==> config.mk <==
export PLATFORM = sky130hd
export DESIGN_NAME = arbitro_memoria_datos
export DESIGN_NICKNAME = d
export VERILOG_FILES = /design/src/rtl/arbitro_memoria_datos.sv
export SDC_FILE = /design/constraint.sdc
export NUM_CORES = 1
export LEC_CHECK = 0
export CORE_MARGIN = 4
export CORE_UTILIZATION = 43
export CTS_CLUSTER_SIZE = 40
export DETAILED_ROUTE_END_ITERATION = 12
export PLACE_DENSITY = 0.83
export SLEW_MARGIN = 0
export SYNTH_ARGS = -nofsm -noshare
export SYNTH_HDL_FRONTEND = slang
export SYNTH_SLANG_ARGS = --single-unit
==> constraint.sdc <==
create_clock -name clk -period 12.5 [get_ports clk]
set_clock_uncertainty 0.2 [all_clocks]
set_input_delay 3.75 -clock clk [delete_from_list [all_inputs] [get_ports clk]]
set_output_delay 3.75 -clock clk [all_outputs]
set_load 0.05 [all_outputs]
==> src/rtl/arbitro_memoria_datos.sv <==
// Round-robin arbiter giving two requesters access to a single-port data memory,
// one transaction every three cycles. Optional address check: ARBITRO_VERIFICA_DIR_EN.
module arbitro_memoria_datos #(
   parameter int Ancho_Dato      = 32,
   parameter int Ancho_Direccion = 32,
   parameter int Tamanio_Mem     = 256
) (
   input  logic                       clk,
   input  logic                       rst,
   input  logic                       sol_0,
   input  logic                       sol_1,
   input  logic                       esc_0,
   input  logic                       esc_1,
   input  logic [Ancho_Direccion-1:0] dir_0,
   input  logic [Ancho_Direccion-1:0] dir_1,
   input  logic [Ancho_Dato-1:0]      dato_esc_0,
   input  logic [Ancho_Dato-1:0]      dato_esc_1,
   output logic                       listo_0,
   output logic                       listo_1,
   output logic                       error_0,
   output logic                       error_1,
   output logic [Ancho_Dato-1:0]      dato_lec,
   output logic                       ocupado,
   output logic                       mem_escritura_habilitada,
   output logic                       mem_lectura_habilitada,
   output logic [Ancho_Direccion-1:0] mem_direccion,
   output logic [Ancho_Dato-1:0]      mem_dato_escritura,
   input  logic [Ancho_Dato-1:0]      mem_dato_lectura
);

   typedef enum logic [1:0] {
      REPOSO    = 2'd0,
      ACCESO    = 2'd1,
      RESPUESTA = 2'd2
   } estado_t;

   estado_t estado, estado_sig;

   logic                       prioridad;
   logic                       ganador;
   logic                       ganador_sig;
   logic                       hay_solicitud;
   logic                       esc_lat;
   logic [Ancho_Direccion-1:0] dir_lat;
   logic [Ancho_Dato-1:0]      dato_lat;
   logic                       esc_sel;
   logic [Ancho_Direccion-1:0] dir_sel;
   logic [Ancho_Dato-1:0]      dato_sel;
   logic                       rechazo;
   logic                       acceso_valido;

   assign hay_solicitud = sol_0 | sol_1;

   // A lone requester always wins; contention is settled by the priority pointer.
   always_comb begin
      ganador_sig = 1'b0;
      if (sol_0 && sol_1)
         ganador_sig = prioridad;
      else if (sol_1)
         ganador_sig = 1'b1;
   end

   always_comb begin
      esc_sel  = ganador_sig ? esc_1      : esc_0;
      dir_sel  = ganador_sig ? dir_1      : dir_0;
      dato_sel = ganador_sig ? dato_esc_1 : dato_esc_0;
   end

   always_ff @(posedge clk or posedge rst) begin
      if (rst)
         estado <= REPOSO;
      else
         estado <= estado_sig;
   end

   always_comb begin
      estado_sig = estado;
      case (estado)
         REPOSO:    if (hay_solicitud) estado_sig = ACCESO;
         ACCESO:    estado_sig = RESPUESTA;
         RESPUESTA: estado_sig = REPOSO;
         default:   estado_sig = REPOSO;
      endcase
   end

   always_ff @(posedge clk or posedge rst) begin
      if (rst) begin
         ganador  <= 1'b0;
         esc_lat  <= 1'b0;
         dir_lat  <= '0;
         dato_lat <= '0;
      end else if (estado == REPOSO && hay_solicitud) begin
         ganador  <= ganador_sig;
         esc_lat  <= esc_sel;
         dir_lat  <= dir_sel;
         dato_lat <= dato_sel;
      end
   end

   always_ff @(posedge clk or posedge rst) begin
      if (rst)
         prioridad <= 1'b0;
      else if (estado == RESPUESTA)
         prioridad <= ~ganador;
   end

`ifdef ARBITRO_VERIFICA_DIR_EN
   localparam logic [Ancho_Direccion-1:0] LIMITE = Ancho_Direccion'(Tamanio_Mem);

   logic [Ancho_Direccion-1:0] indice_sel;
   logic                       dir_invalida;

   assign indice_sel   = {2'b00, dir_sel[Ancho_Direccion-1:2]};
   assign dir_invalida = (dir_sel[1:0] != 2'b00) || (indice_sel >= LIMITE);

   always_ff @(posedge clk or posedge rst) begin
      if (rst)
         rechazo <= 1'b0;
      else if (estado == REPOSO && hay_solicitud)
         rechazo <= dir_invalida;
   end
`else
   assign rechazo = 1'b0;
`endif

   always_ff @(posedge clk or posedge rst) begin
      if (rst)
         dato_lec <= '0;
      else if (acceso_valido && !esc_lat)
         dato_lec <= mem_dato_lectura;
   end

   // Enables decode straight from the state register, so reset kills them at once.
   assign acceso_valido            = (estado == ACCESO) && !rechazo;
   assign mem_escritura_habilitada = acceso_valido && esc_lat;
   assign mem_lectura_habilitada   = acceso_valido && !esc_lat;
   assign mem_direccion            = (estado == ACCESO) ? dir_lat : '0;
   assign mem_dato_escritura       = (estado == ACCESO) ? dato_lat : '0;

   assign ocupado = (estado != REPOSO);
   assign listo_0 = (estado == RESPUESTA) && !ganador;
   assign listo_1 = (estado == RESPUESTA) && ganador;
   assign error_0 = listo_0 && rechazo;
   assign error_1 = listo_1 && rechazo;

endmodule

==> results.yml, run 1 <==
sta:
  timing.final.crit_share_pct: 54.5
  fin_ws_ns: 5.68
  finalHoldViolCount: 0
  whs_ns: 0.298
  worst_slew_pin_slew_ns: 1.18
  tns_ns: 0
  max_slew_margin_pct: 21.6
  rsz0062_at_grt: "no"
  finalCriticalPeriod_ns: 6.82
  maxSlewViolCount: 0
  setup_viol: 0
  fmax_mhz: 147
drt:
  drt_pre_antenna_iters: 5
  drtIter0Drc: 245
  vias_per_cell: 5.60
  ant_nets: 0
  wirelength_um: 17400
  vias: 5097
  route.detailed.drc: 0
  routedWlPerCell_um: 19.1
cts:
  cts_setup_buffers: 0
  clkSlewWorstSetupHoldPaths_ns: 0.07
  h-tree-depth: 3
  root_buffer: "clkbuf_16"
  cts_tree: "yes"
  cts_buffers: 9
  cts_hold_buf: 0
  cts_buffer_depth: 2
  post_cts_resized: 0
  clkSinkCount: 101
  insertion_delay_ns: 0.34
setup_path:
  cp-start-kind: "flip-flop"
  crit_path_top_delay_cell: "nor2_4"
  path_cells: "inv_2 -> nor2_4 -> and2_1 -> clkdlybuf4s50_1"
  crit_path_end_kind: "output port"
  cp_top_family: "simple AND/OR/NAND/NOR gates"
  r2r_slack_ns: 10.35
  crit_arrival_ns: 2.87
  crit_end: "mem_direccion[28]"
  reg2reg_depth: 3
  path_max_fanout: 66
  crit_buf_inv: 2
  worstSetupPathType: "reg -> out"
  startpoint: "estado[0]"
  timing.rr.end: "dir_lat[27]"
  worst-path-stages: 4
  critical-path-max-stage-delay_ns: 0.87
  reg2reg_from: "prioridad"
  required_ns: 8.55
die:
  die_x_um: 117
  die_area_mm2: 0.0136
  start_util_pct: 44.2
  row_count: 39
  die_h_um: 117
  ios: 269
  core_mm2: 0.0115
layout:
  fin_nets: 928
  area_growth_pct: 57.9
  n_antenna_cell: 0
  finish.utilization_pct: 69.7
  finalNonFillerCells: 910
  final_cell_area_mm2: 0.00800
  drive_gt1_share_pct: 8.34
  n_fill_cell: 881
placement:
  hpwl_um: 12100
  gp_congestion: 0.789
  placed_cell_area_mm2: 0.00770
  dp_cells: 894
  placement.io_buffers: 266
  place_ws_ns: 6.01
global_route:
  grt_start_max_net_pins: 70
  grt_pass1_vias: 5284
  grt.overflow.total: 0
  grt_pass1_wl_um: 26800
  antenna_found_initial: 0
  grt_use_total_pct: 25.2
synth:
  yosysWarningCount: 0
  syn_avg_cell_area_um2: 9.41
  netlist_area_mm2: 0.00506
  yosys.cell_types.count: 25
  ys_seq_area_share_pct: 49.9
  netlist_instances: 538
  ys_ff_latch: 101
pwr:
  total_power_mw: 2.23
  p_per_area_mw_per_mm2: 279
  ir_worst_vdd_mv: 0.197
  p_leak_nw: 3.07
hold_path:
  hold_path_class: "reg -> reg"
run_status:
  outcome: "finished clean"
job:
  drv_cap: 0
## layout make-up
cell class / instances / area, um2 / share of cell area (%)
well taps: 143 / 179 / 2.24
flip-flops and latches: 101 / 2530 / 31.6
multi-input cells: 373 / 2270 / 28.4
clock buffers: 10 / 229 / 2.86
repair buffers: 273 / 2710 / 33.9
clock inverters: 6 / 63.8 / 0.798
inverters: 4 / 17.5 / 0.219
## cell families (layout without fill, tap and decap cells)
family / count (synthesis) / count (layout) / share of synthesized area, %
compound gates: 198 / 198 / 21.2
other cells: 1 / 2 / 0.0741
mux: 32 / 32 / 7.12
flops: 101 / 101 / 49.9
buf+inv: 65 / 293 / 5.81
simple gates: 141 / 141 / 15.9
## synthesized netlist by cell type
cell type	number	area, um2
nor2_2	1	6.26
nand2b_1	1	6.26
nor3b_1	1	7.51
dfrtp_1	101	2530
a21oi_1	66	330
o21ai_1	5	25.0
buf_1	2	7.51
buf_4	6	45.0
nor3_4	1	16.3
and2_1	65	407
inv_1	2	7.51
conb_1	1	3.75
a31oi_1	65	407
mux2_2	31	349
o31ai_1	1	7.51
nand3_1	65	325
inv_2	2	7.51
nor2_1	4	15.0
buf_2	22	110
mux2_1	1	11.3
or2_2	1	6.26
and2b_1	1	7.51
clkbuf_1	31	116
and3_1	1	6.26
o21ai_0	61	305
## flip-flops by register name (all words and copies together), names as in the netlist
signal and cells:
dato_lat 32, dato_lec 32, dir_lat 32, esc_lat 1, estado 2, ganador 1
prioridad 1
## power breakdown
group | switching (mW) | leakage [nW] | internal [mW]
combinational | 0.882 | 1.78 | 0.485
clock | 0.117 | 0.138 | 0.155
sequential | 0.0960 | 1.15 | 0.495
total | 1.10 | 3.07 | 1.13
## worst reg2reg max path, stage by stage, from the launching register on
cell and delay (ns):
dfrtp_1 0.39, and2b_2 0.96, o21ai_0 0.28, a31oi_1 0.24
## worst min path at each step
stage / from / slack [ns] / cells past startpoint / endpoint
final: dato_lec[15] / 0.30 / 1 / dato_lec[15]
after global routing: dato_lec[18] / 0.33 / 1 / dato_lec[18]
after CTS: dato_lec[15] / 0.29 / 1 / dato_lec[15]
after detailed placement: dato_lec[15] / 0.28 / 1 / dato_lec[15]
after global placement: dato_lec[15] / 0.27 / 1 / dato_lec[15]
after floorplan: prioridad / 0.27 / 2 / prioridad
## per-layer routing
metal	routed length, um	GRT usage (%)	vias up
met4	523	9.74	0
met2	8470	42.9	286
met5	0	0	-
li1	-	-	2376
met1	6630	30.8	2398
met3	1740	6.42	37
## layout by cell type (no fill, tap or decap), types with 2 or more instances in the layout
cell,n
a21oi_1,66
a31oi_1,65
and2_1,65
buf_4,7
clkbuf_16,9
clkdlybuf4s50_1,265
clkinv_2,2
clkinvlp_4,2
conb_1,2
dfrtp_1,101
inv_2,2
mux2_2,31
nand3_1,65
nor2_1,2
nor2_4,3
o21ai_0,61
o21ai_1,5
No activity file was read; power rests on OpenSTA's default activity.
==> run 2, diff against run 1 <==
Settings changed: CORE_UTILIZATION 43 to 40, PLACE_DENSITY 0.83 to 0.78.
Clock period 12.5 ns to 6.4 ns, I/O delays scaled along.
==> run 2 against run 1 <==
Compared with the run above:
- flip-flop and latch count did not move
- global-route usage decreased by 0.75 points
- cell area is essentially flat
- via count increased by 0.65%
- critical path type unchanged
- largest power group unchanged
- highest routed layer unchanged
==> results.yml, run 2 (same netlist as run 1, synthesis figures left out) <==
cts:
  cts_tree: "yes"
  post_cts_resized: 0
  clkSinkCount: 101
  cts_hold_buf: 0
  insertion_delay_ns: 0.34
  cts_setup_buffers: 0
  cts_buffer_depth: 2
  clkSlewWorstSetupHoldPaths_ns: 0.06
  cts_buffers: 9
  root_buffer: "clkbuf_16"
  h-tree-depth: 3
drt:
  drtIter0Drc: 389
  drt_pre_antenna_iters: 5
  vias: 5130
  route.detailed.drc: 0
  wirelength_um: 18300
  ant_nets: 0
  routedWlPerCell_um: 19.6
  vias_per_cell: 5.50
sta:
  worst_slew_pin_slew_ns: 1.30
  fin_ws_ns: 1.40
  max_slew_margin_pct: 13.4
  whs_ns: 0.286
  tns_ns: 0
  finalHoldViolCount: 0
  finalCriticalPeriod_ns: 5.00
  fmax_mhz: 200
  rsz0062_at_grt: "no"
  setup_viol: 0
  timing.final.crit_share_pct: 78.1
  maxSlewViolCount: 0
setup_path:
  crit_arrival_ns: 2.88
  cp-start-kind: "flip-flop"
  required_ns: 4.28
  reg2reg_depth: 6
  crit_path_end_kind: "output port"
  path_max_fanout: 66
  worstSetupPathType: "reg -> out"
job:
  drv_cap: 0
die:
  die_h_um: 121
  row_count: 40
  ios: 269
  die_area_mm2: 0.0145
  core_mm2: 0.0122
  start_util_pct: 41.5
  die_x_um: 121
run_status:
  outcome: "finished clean"
hold_path:
  hold_path_class: "reg -> reg"
  hold-path-cell-count: 1
global_route:
  grt_start_max_net_pins: 67
  grt_pass1_vias: 5222
  grt_use_total_pct: 24.5
  antenna_found_initial: 0
  grt_pass1_wl_um: 28300
  grt.overflow.total: 0
placement:
  placement.io_buffers: 266
  gp_congestion: 0.867
  placed_cell_area_mm2: 0.00773
  hpwl_um: 12500
  place_ws_ns: 1.73
layout:
  area_growth_pct: 58.0
  fin_nets: 927
  n_fill_cell: 997
  final_cell_area_mm2: 0.00800
  n_antenna_cell: 0
  largestRegisters: "dato_lat (32), dato_lec (32), dir_lat (32)"
  final_common_cell: "clkdlybuf4s50_1"
  drive_gt1_share_pct: 7.71
  final_cell_mix: "265 x clkdlybuf4s50_1, 101 x dfrtp_1, 66 x a21oi_1"
pwr:
  p_leak_nw: 3.06
  p_per_area_mw_per_mm2: 545
  ir_worst_vdd_mv: 0.304
[run 2: changes by cell type in the layout (fill, tap and decap cells not counted)]
cell | before | now
clkinv_2 | 2 | 1
clkinvlp_4 | 2 | 0
clkbuf_1 | 1 | 4
buf_4 | 7 | 6
clkinv_4 | 1 | 0
[run 2: power by group]
group	switching, mW	internal, mW	leakage (nW)
logic	1.73	0.946	1.77
registers	0.185	0.967	1.15
clock network	0.226	0.301	0.134
[run 2: layer usage]
metal  share of wire, %  up-vias  wire length (um)  track usage, %
met1                 37     2450              6820            29.3
met4                2.6        0               469            8.92
li1                   -     2370                 -               -
met2                 51      272              9380            42.7
met3                8.8       38              1620            5.89
met5                  0        -                 0               0
[run 2: critical path, cell delays in order (launching register included)]
cell and delay, ns:
dfrtp_1 0.42, inv_2 0.10, nor2_4 0.91, and2_1 0.28
clkdlybuf4s50_1 0.82
[run 2: path summary, 6_finish.rpt]
kind | startpoint | end | slack (ns)
max in group asynchronous | rst | dir_lat[0] | 3.10
setup reg to reg | estado[1] | dir_lat[4] | 3.35
hold / removal | dato_lec[15] | dato_lec[15] | 0.29
setup / recovery | estado[0] | mem_direccion[9] | 1.40
min in group asynchronous | rst | dato_lec[6] | 1.88
hold reg to reg | dato_lec[15] | dato_lec[15] | 0.29
[run 2: area by class of cell]
type                       instances  area, um2  area share (%)
clock inverter                     2       35.0           0.438
sequential                       101       2530            31.6
inverter                           4       17.5           0.219
tap                              168        210            2.63
timing repair buffer             272       2700            33.8
clock buffer                      13        240            3.00
multi-input combinational        373       2270            28.4
[run 2: through the flow]
stage / instances / utilization [%] / total power, mW
floorplan: 539 / - / 2.94
global placement: 918 / 63.3 / 3.79
detailed placement: 918 / 63.3 / 3.85
CTS: 933 / 65.5 / 4.38
global route: 933 / 65.5 / 4.57
finish: 933 / 65.5 / 4.36
